<file path="config.mk">
export PLATFORM = sky130hd
export DESIGN_NAME = fifo_word_packer
export DESIGN_NICKNAME = d
export VERILOG_FILES = /design/src/rtl/fifo_pkg.sv /design/src/rtl/sat_edge_counter.sv /design/src/rtl/fifo_word_packer.sv
export SDC_FILE = /design/constraint.sdc
export NUM_CORES = 1
export LEC_CHECK = 0
export CAP_MARGIN = 30
export CORE_MARGIN = 2
export CORE_UTILIZATION = 40
export CTS_CLUSTER_SIZE = 20
export DETAILED_ROUTE_END_ITERATION = 7
export GPL_TIMING_DRIVEN = 0
export PLACE_DENSITY_LB_ADDON = 0.05
export SLEW_MARGIN = 25
export SYNTH_ARGS = -nofsm -noshare
export SYNTH_HDL_FRONTEND = slang
export SYNTH_HIERARCHICAL = 1
export SYNTH_SLANG_ARGS = --single-unit
</file>
<file path="constraint.sdc">
create_clock -name clk -period 1.4 [get_ports clk]
set_input_delay 0.28 -clock clk [delete_from_list [all_inputs] [get_ports clk]]
set_output_delay 0.28 -clock clk [all_outputs]
set_load 0.02 [all_outputs]
</file>
<file path="src/rtl/fifo_pkg.sv">
// Shared definitions for the FIFO drain path: default word width, packer
// states and the lane-counter width helper.
package fifo_pkg;

    localparam int unsigned DEF_BITS = 12;

    typedef enum logic {
        COLLECT = 1'b0,
        OUTPUT  = 1'b1
    } state_e;

    // Counter must hold 0..pack inclusive.
    function automatic int unsigned cnt_w(input int unsigned pack);
        return $clog2(pack + 1);
    endfunction

endpackage

</file>
<file path="src/rtl/sat_edge_counter.sv">
// Counts 0->1 transitions of a level input, saturating at all-ones.
// A synchronous clear wins over a same-cycle increment.
module sat_edge_counter #(
    parameter int unsigned ERR_W = 8
) (
    input  logic             clk,
    input  logic             rst_n,
    input  logic             in,
    input  logic             clr,
    output logic [ERR_W-1:0] cnt
);

    logic             prev_q, prev_d;
    logic [ERR_W-1:0] cnt_q, cnt_d;

    always_comb begin
        prev_d = in;
        cnt_d  = cnt_q;
        if (clr) begin
            cnt_d = '0;
        end else if (in && !prev_q && (cnt_q != '1)) begin
            cnt_d = cnt_q + ERR_W'(1);
        end
    end

    always_ff @(posedge clk or negedge rst_n) begin
        if (!rst_n) begin
            prev_q <= 1'b0;
            cnt_q  <= '0;
        end else begin
            prev_q <= prev_d;
            cnt_q  <= cnt_d;
        end
    end

    assign cnt = cnt_q;

endmodule

</file>
<file path="src/rtl/fifo_word_packer.sv">
// Drains the SRAM FIFO, packs PACK words (or a flushed partial set) into one
// wide beat for a valid/ready consumer, and counts FIFO overflow events.
module fifo_word_packer
    import fifo_pkg::*;
#(
    parameter  int unsigned BITS  = DEF_BITS,
    parameter  int unsigned PACK  = 4,
    parameter  int unsigned ERR_W = 8,
    localparam int unsigned CNT_W = cnt_w(PACK)
) (
    input  logic                 clk,
    input  logic                 rst_n,
    input  logic                 fifo_ready,
    input  logic [BITS-1:0]      fifo_data,
    input  logic                 fifo_overflow,
    output logic                 fifo_read,
    input  logic                 flush,
    output logic [PACK*BITS-1:0] out_data,
    output logic [CNT_W-1:0]     out_count,
    output logic                 out_valid,
    input  logic                 out_ready,
    input  logic                 ovf_clr,
    output logic [ERR_W-1:0]     ovf_cnt
);

    state_e                    state_q, state_d;
    logic [CNT_W-1:0]          count_q, count_d;
    logic [CNT_W-1:0]          out_count_q, out_count_d;
    logic                      out_valid_q, out_valid_d;
    logic [PACK-1:0][BITS-1:0] lane_q, lane_d;
    logic                      pop_c;

    // Next-state: fill lanes in pop order, hold the beat until accepted.
    always_comb begin
        state_d     = state_q;
        count_d     = count_q;
        out_count_d = out_count_q;
        out_valid_d = out_valid_q;
        lane_d      = lane_q;
        pop_c       = 1'b0;
        case (state_q)
            COLLECT: begin
                pop_c = fifo_ready & ~flush;
                if (pop_c) begin
                    for (int i = 0; i < int'(PACK); i++) begin
                        if (count_q == CNT_W'(i)) begin
                            lane_d[i] = fifo_data;
                        end
                    end
                    count_d = count_q + CNT_W'(1);
                    if (count_q == CNT_W'(PACK - 1)) begin
                        state_d     = OUTPUT;
                        out_valid_d = 1'b1;
                        out_count_d = CNT_W'(PACK);
                    end
                end else if (flush && (count_q != '0)) begin
                    state_d     = OUTPUT;
                    out_valid_d = 1'b1;
                    out_count_d = count_q;
                end
            end
            OUTPUT: begin
                if (out_ready) begin
                    state_d     = COLLECT;
                    count_d     = '0;
                    lane_d      = '0;
                    out_count_d = '0;
                    out_valid_d = 1'b0;
                end
            end
            default: state_d = COLLECT;
        endcase
    end

    always_ff @(posedge clk or negedge rst_n) begin
        if (!rst_n) begin
            state_q     <= COLLECT;
            count_q     <= '0;
            out_count_q <= '0;
            out_valid_q <= 1'b0;
        end else begin
            state_q     <= state_d;
            count_q     <= count_d;
            out_count_q <= out_count_d;
            out_valid_q <= out_valid_d;
        end
    end

    for (genvar g = 0; g < int'(PACK); g++) begin : g_lane
        logic [BITS-1:0] word_q;

        always_ff @(posedge clk or negedge rst_n) begin
            if (!rst_n) begin
                word_q <= '0;
            end else begin
                word_q <= lane_d[g];
            end
        end

        assign lane_q[g] = word_q;
    end

    sat_edge_counter #(
        .ERR_W (ERR_W)
    ) u_ovf_cnt (
        .clk   (clk),
        .rst_n (rst_n),
        .in    (fifo_overflow),
        .clr   (ovf_clr),
        .cnt   (ovf_cnt)
    );

    assign fifo_read = pop_c;
    assign out_data  = lane_q;
    assign out_count = out_count_q;
    assign out_valid = out_valid_q;

endmodule

</file>
# Word-level counts from Yosys, hierarchy flattened
# Index checks and enable logic that the tools add are counted.
[word_totals] reg_bits=65 inputBits=19 output_inout_bits=61 elab_cells=67
[classes] add_sub_neg=2 n_eq_ne=12 mux=27 bitwise=3 reduce_logical=13
[ops] cell="48-bit 2-to-1 mux" n=2
[ops] cell="48-bit one-hot mux with 2 select lines" n=1
[ops] cell="12-bit 2-to-1 mux" n=4
[ops] cell="8-bit 2-to-1 mux" n=2
[ops] cell="3-bit 2-to-1 mux" n=5
[ops] cell="3-bit AND reduction" n=5
[ops] cell="2-bit inequality test (second input constant)" n=6
[ops] cell="3-bit one-hot mux with 2 select lines" n=2
[ops] cell="1-bit 2-to-1 mux" n=9
[ops] cell="8-bit by 1-bit adder with 8-bit output (second input constant)" n=1
[ops] cell="8-bit inequality test (second input constant)" n=1
[ops] cell="3-bit by 2-bit equality test with 1-bit output (second input constant)" n=2
[ops] cell="3-bit inequality test (second input constant)" n=2
[ops] cell="1-bit one-hot mux with 2 select lines" n=2
[ops] cell="3-bit by 1-bit adder with 3-bit output (second input constant)" n=1
[ops] cell="3-bit by 1-bit equality test with 1-bit output (second input constant)" n=1
[ops] cell="1-bit logical AND" n=3
[ops] cell="3-bit logical NOT" n=1
[ops] cell="3-bit nonzero test" n=1
[ops] cell="1-bit inverter" n=2
[ops] cell="2-bit AND reduction" n=1
[ops] cell="2-bit nonzero test" n=1
[ops] cell="1-bit AND" n=1
[ops] cell="1-bit logical NOT" n=1

# Depth between registers and ports, before layout
[depth] depth_word=5 ltp_mapped=6 ltp_nobuf=5

# Hierarchy
# Netlist, hierarchy kept.
[modules_own_cells] mod="fifo_word_packer" instances=1 cells_each=266 area_per_inst_um2=2529.9 seq_area_each_um2=1401.3
[modules_own_cells] mod="sat_edge_counter" instances=1 cells_each=48 area_per_inst_um2=518.0 seq_area_each_um2=225.2

# Worst setup path after synthesis
# OpenSTA, ideal clock, no wires.
[synth_path] path_type="reg2reg" from="reg u_ovf_cnt.cnt_q[0] (netlist: u_ovf_cnt/cnt[0])" to="reg u_ovf_cnt.cnt_q[0] (netlist: u_ovf_cnt/cnt[0])" setup_time_ps=125 arrival_ps=1481 required_time_ps=1275 slack_ps=-206 path_stages_with_launch=5 n_path_buf=0 period_less_slack_ps=1606 path_cell_list="dfrtp_1 > ha_1 > and4_2 > a21boi_2 > mux2_4"
[synth_between] elab_chain_len=3 elab_cells_between_ends=6 classes_between="add/sub: 1; eq/ne: 1; mux: 2; reduce/logical: 2"
[synth_lines] element="from (decl)" line_no="sat_edge_counter.sv:14" rtl="logic [ERR_W-1:0] cnt_q, cnt_d;"
[synth_lines] element="from (signal assigned)" line_no="sat_edge_counter.sv:32" rtl="cnt_q <= cnt_d;"
[synth_lines] element="8-bit by 1-bit adder with 8-bit output / 8-bit inequality test (equally long branches)" line_no="sat_edge_counter.sv:22, sat_edge_counter.sv:21"
[synth_lines] element="8-bit 2-to-1 mux / 1-bit logical AND (equally long branches)" line_no="sat_edge_counter.sv:21" rtl="end else if (in && !prev_q && (cnt_q != '1)) begin"
[synth_lines] element="8-bit 2-to-1 mux / 2-bit nonzero test (equally long branches)"
# Several ways; a longest one is shown, not always the timed one. The select of a mux whose other input is x is not followed.
# A chain may end at the register's enable or synchronous reset.

# Final worst setup path
[layout_path] from="reg state_q" to="reg g_lane[0].word_q[1]"
[layout_between] elab_chain_len=3 elab_cells_between_ends=6 classes_between="eq/ne: 3; mux: 1; bitwise: 1; reduce/logical: 1"
[layout_lines] element="from (decl)" line_no="fifo_word_packer.sv:26" rtl="state_e state_q, state_d;"
[layout_lines] element="from (signal assigned)" line_no="fifo_word_packer.sv:82" rtl="state_q <= state_d;"
[layout_lines] element="1-bit inverter"
[layout_lines] element="2-bit inequality test (no source line)"
[layout_lines] element="3-bit AND reduction (no source line)"
[layout_lines] element="to (signal assigned)" line_no="fifo_word_packer.sv:96" rtl="word_q <= lane_d[g];"
[layout_lines] element="to (decl)" line_no="fifo_word_packer.sv:90" rtl="logic [BITS-1:0] word_q;"
# Several ways; a longest one is shown, not always the timed one.

==> impl_metrics.tcl <==
set metrics [dict create \
    rsz0062_at_grt "true" \
    firstDrtPassIters 4 \
    drc 0 \
    finalHoldViolCount 0 \
    fin_worst_skew_ps 13.1 \
    cp.required_ps 1670 \
    crit_path_end_kind "flip-flop" \
    critPathSlowestCell "dfrtp_2" \
    gr-total-overflow 0 \
    finalWorstSetupSlack_ps -141 \
    p_total_mw 7.35 \
    async_flop_share 1.00 \
    power.density_nw_per_um2 1520 \
    syn_inst 314 \
    fp.dieArea_um2 8330 \
    cts_made_buffers 9 \
    crit_cells 7 \
    nNetsFinal 457 \
    max_clock_freq_ghz 0.649 \
    clock_sinks 65 \
    drv_slew 0 \
    syn_to_final_growth_pct 59.2 \
    setup_viol 47 \
    clock-root-buffer "clkbuf_8" \
    die_w_um 91.3 \
    startpoint_type "flip-flop" \
    period_needed_ps 1540 \
    worst-r2r-cell-count 7 \
    grt_max_degree 39 \
    hold_class "primary input to flip-flop" \
    regArea_um2 1640 \
    synth_edf_count 0 \
    seq_area_frac_synth 0.534 \
    syn_area_um2 3050 \
    p_leak_nw 2.27 \
    antenna_found_initial 0 \
    gp_congestion 0.823 \
    clk_path_buf_depth 2 \
    cp_top_family "buffers and inverters" \
    postPlaceCellArea_um2 4010 \
    violations "negative setup slack" \
    crit_type "flip-flop to flip-flop" \
    diodes 0 \
    hpwlAfterDp_mm 5.74 \
    crit_chain "nor4b_4 -> buf_6 -> buf_12 -> buf_12 -> buf_16 -> nand3_2 -> o21ai_2" \
    syn_nets 339 \
    drt_iter0_drc 209 \
    core.rowCount 31 \
    ios 80 \
    postRouteAntennaNets 0 \
    vias_per_cell 5.33 \
    outcome "complete, but fails checks" \
    synth.distinct_cells 46 \
    die_h_um 91.3 \
    grt_use_total 0.235 \
    drive_above_1_share 0.387 \
    crit_arrival_ps 1810 \
    wl_mm 9.36 \
    grt_pass1_wl_mm 15.1 \
    num-fill-cells 584 \
    floorplan.core_area_um2 7330 \
    cts_tree "yes" \
    multi_input_area_um2 1640 \
    cts-htree-levels 3 \
    fin_crit_sh 1.10 \
    initial_utilization 0.416 \
    critPathMostFrequentCell "buf_12" \
    wire_per_inst_um 17.5 \
    grt_pass1_vias 2873 \
    cp_slowest_stage_delay_ps 440 \
    fin_setup_tns_ps -2680 \
    synth.avg_cell_area_um2 9.71 \
    clkLatencyLatePin_ps 350 \
    design_area_um2 4850 \
    irDropWorstVdd_uv 711 \
    path_buf_inv 4 \
    synth_seq_cells 65 \
    maxCapViolCount 0 \
    hold_slack_ps 328 \
    critPathMaxFanout 7 \
    synth_flop_cell "dfrtp_1" \
    slew_headroom 0.733 \
    clk_pin_slew_ps 70 \
    yosysWarnings 6 \
    port_buffers 78 \
    worst_slew_pin_slew_ps 400 \
    vias 2857 \
    hold_depth 3 \
]
[stage by stage]
step / util / std cells / setup slack [ps]
after floorplan: - / 314 / -51.1
after global placement: 0.545 / 491 / -2470
after detailed placement: 0.547 / 492 / -543
after CTS: 0.645 / 535 / -200
after global routing: 0.662 / 536 / -206
final: 0.662 / 536 / -141
[worst register-to-register path: cells and delay by family (launching register included)]
kind	cells	cell delay, ps
buffers and inverters	4	530
DFF	1	440
and+or+nand+nor	2	440
AOI/OAI and AO/OA	1	70
[repair_timing]
action,4_1_cts,5_1_grt
hold endpoints to repair,27,0
endpoints found under the setup margin,114,62
gates cloned,8,0
buffers inserted,19,7
resized for setup,184,55
pin swaps,27,13
hold buffers,1,0
[sequential cells by signal, summed over array words and instances, names as in the netlist]
register,count
g_lane.word_q,48
out_valid,1
state_q,1
u_ovf_cnt/prev_q,1
out_count,3
count_q,3
u_ovf_cnt/cnt,8
[power by group]
group | internal, mW | switching, mW | leakage [nW] | total (mW)
Clock | 0.994 | 0.746 | 0.106 | 1.74
Combinational | 1.32 | 1.78 | 1.29 | 3.10
Sequential | 2.24 | 0.275 | 0.876 | 2.51
[kinds of logic after synthesis]
family / Yosys count / synth area share
buffers and inverters: 27 / 0.0464
xor gates and xnor gates: 1 / 0.00287
DFF: 65 / 0.534
muxes: 4 / 0.0164
AOI/OAI and AO/OA: 73 / 0.151
and+or+nand+nor: 138 / 0.225
adders and majority gates: 6 / 0.0246
[metal layers]
layer  wire length (um)  vias to the layer above  global-route usage
met5                  0                        -                   0
met4                307                        0               0.119
met3                487                       23              0.0432
met2               4500                       98               0.373
met1               4060                     1395               0.308
li1                   -                     1341                   -
[final timing paths]
path / startpoint / end / slack, ps
max in group asynchronous: rst_n / count_q[1] / 440
hold / removal: flush / out_count[2] / 330
min in group asynchronous: rst_n / g_lane[3].word_q[8] / 390
setup / recovery: state_q / g_lane[0].word_q[1] / -140
setup reg to reg: state_q / g_lane[0].word_q[1] / -140
hold reg to reg: g_lane[3].word_q[8] / g_lane[3].word_q[8] / 520
[area by class of cell]
cell class | instances | share of cell area
clock inverter | 6 | 0.0170
sequential | 65 | 0.338
inverter | 6 | 0.00464
buffer | 18 | 0.0317
multi-input combinational | 222 | 0.338
tap | 99 | 0.0255
timing repair buffer | 110 | 0.219
clock buffer | 10 | 0.0263
[cells in the mapped netlist (2+ instances only)]
cell | n | area [um2]
a31oi_1 | 2 | 12.5
nand3_1 | 39 | 195
buf_6 | 3 | 33.8
nor2_1 | 3 | 11.3
and3_1 | 3 | 18.8
a21oi_1 | 4 | 20.0
mux2_4 | 2 | 30.0
nand2_1 | 65 | 244
dfrtp_1 | 65 | 1630
o21ai_0 | 36 | 180
and2_1 | 2 | 12.5
inv_1 | 6 | 22.5
nand4_1 | 2 | 12.5
o22ai_1 | 2 | 12.5
a311oi_1 | 2 | 17.5
ha_1 | 6 | 75.1
nor3_1 | 3 | 15.0
mux2i_1 | 2 | 20.0
clkbuf_1 | 10 | 37.5
nand2b_1 | 4 | 25.0
nor2b_1 | 7 | 43.8
o21ai_2 | 10 | 87.6
a41oi_1 | 2 | 17.5
o21ai_1 | 6 | 30.0
buf_2 | 5 | 25.0
buf_4 | 3 | 22.5
[cells in the final DEF, fill, tap and decap left out, types with 5 or more instances in the layout]
| cell type | Yosys | layout |
|---|---|---|
| nand2_1 | 65 | 64 |
| dlygate4sd2_1 | 0 | 53 |
| o21ai_2 | 10 | 31 |
| buf_12 | 0 | 5 |
| clkdlybuf4s50_1 | 0 | 15 |
| clkbuf_2 | 0 | 8 |
| nand3_1 | 39 | 11 |
| o21ai_1 | 6 | 19 |
| buf_6 | 3 | 15 |
| clkbuf_8 | 0 | 9 |
| dfrtp_2 | 0 | 9 |
| nand3_2 | 0 | 24 |
| dfrtp_1 | 65 | 56 |
| buf_4 | 3 | 19 |
Power figures use the tool's default switching activity.
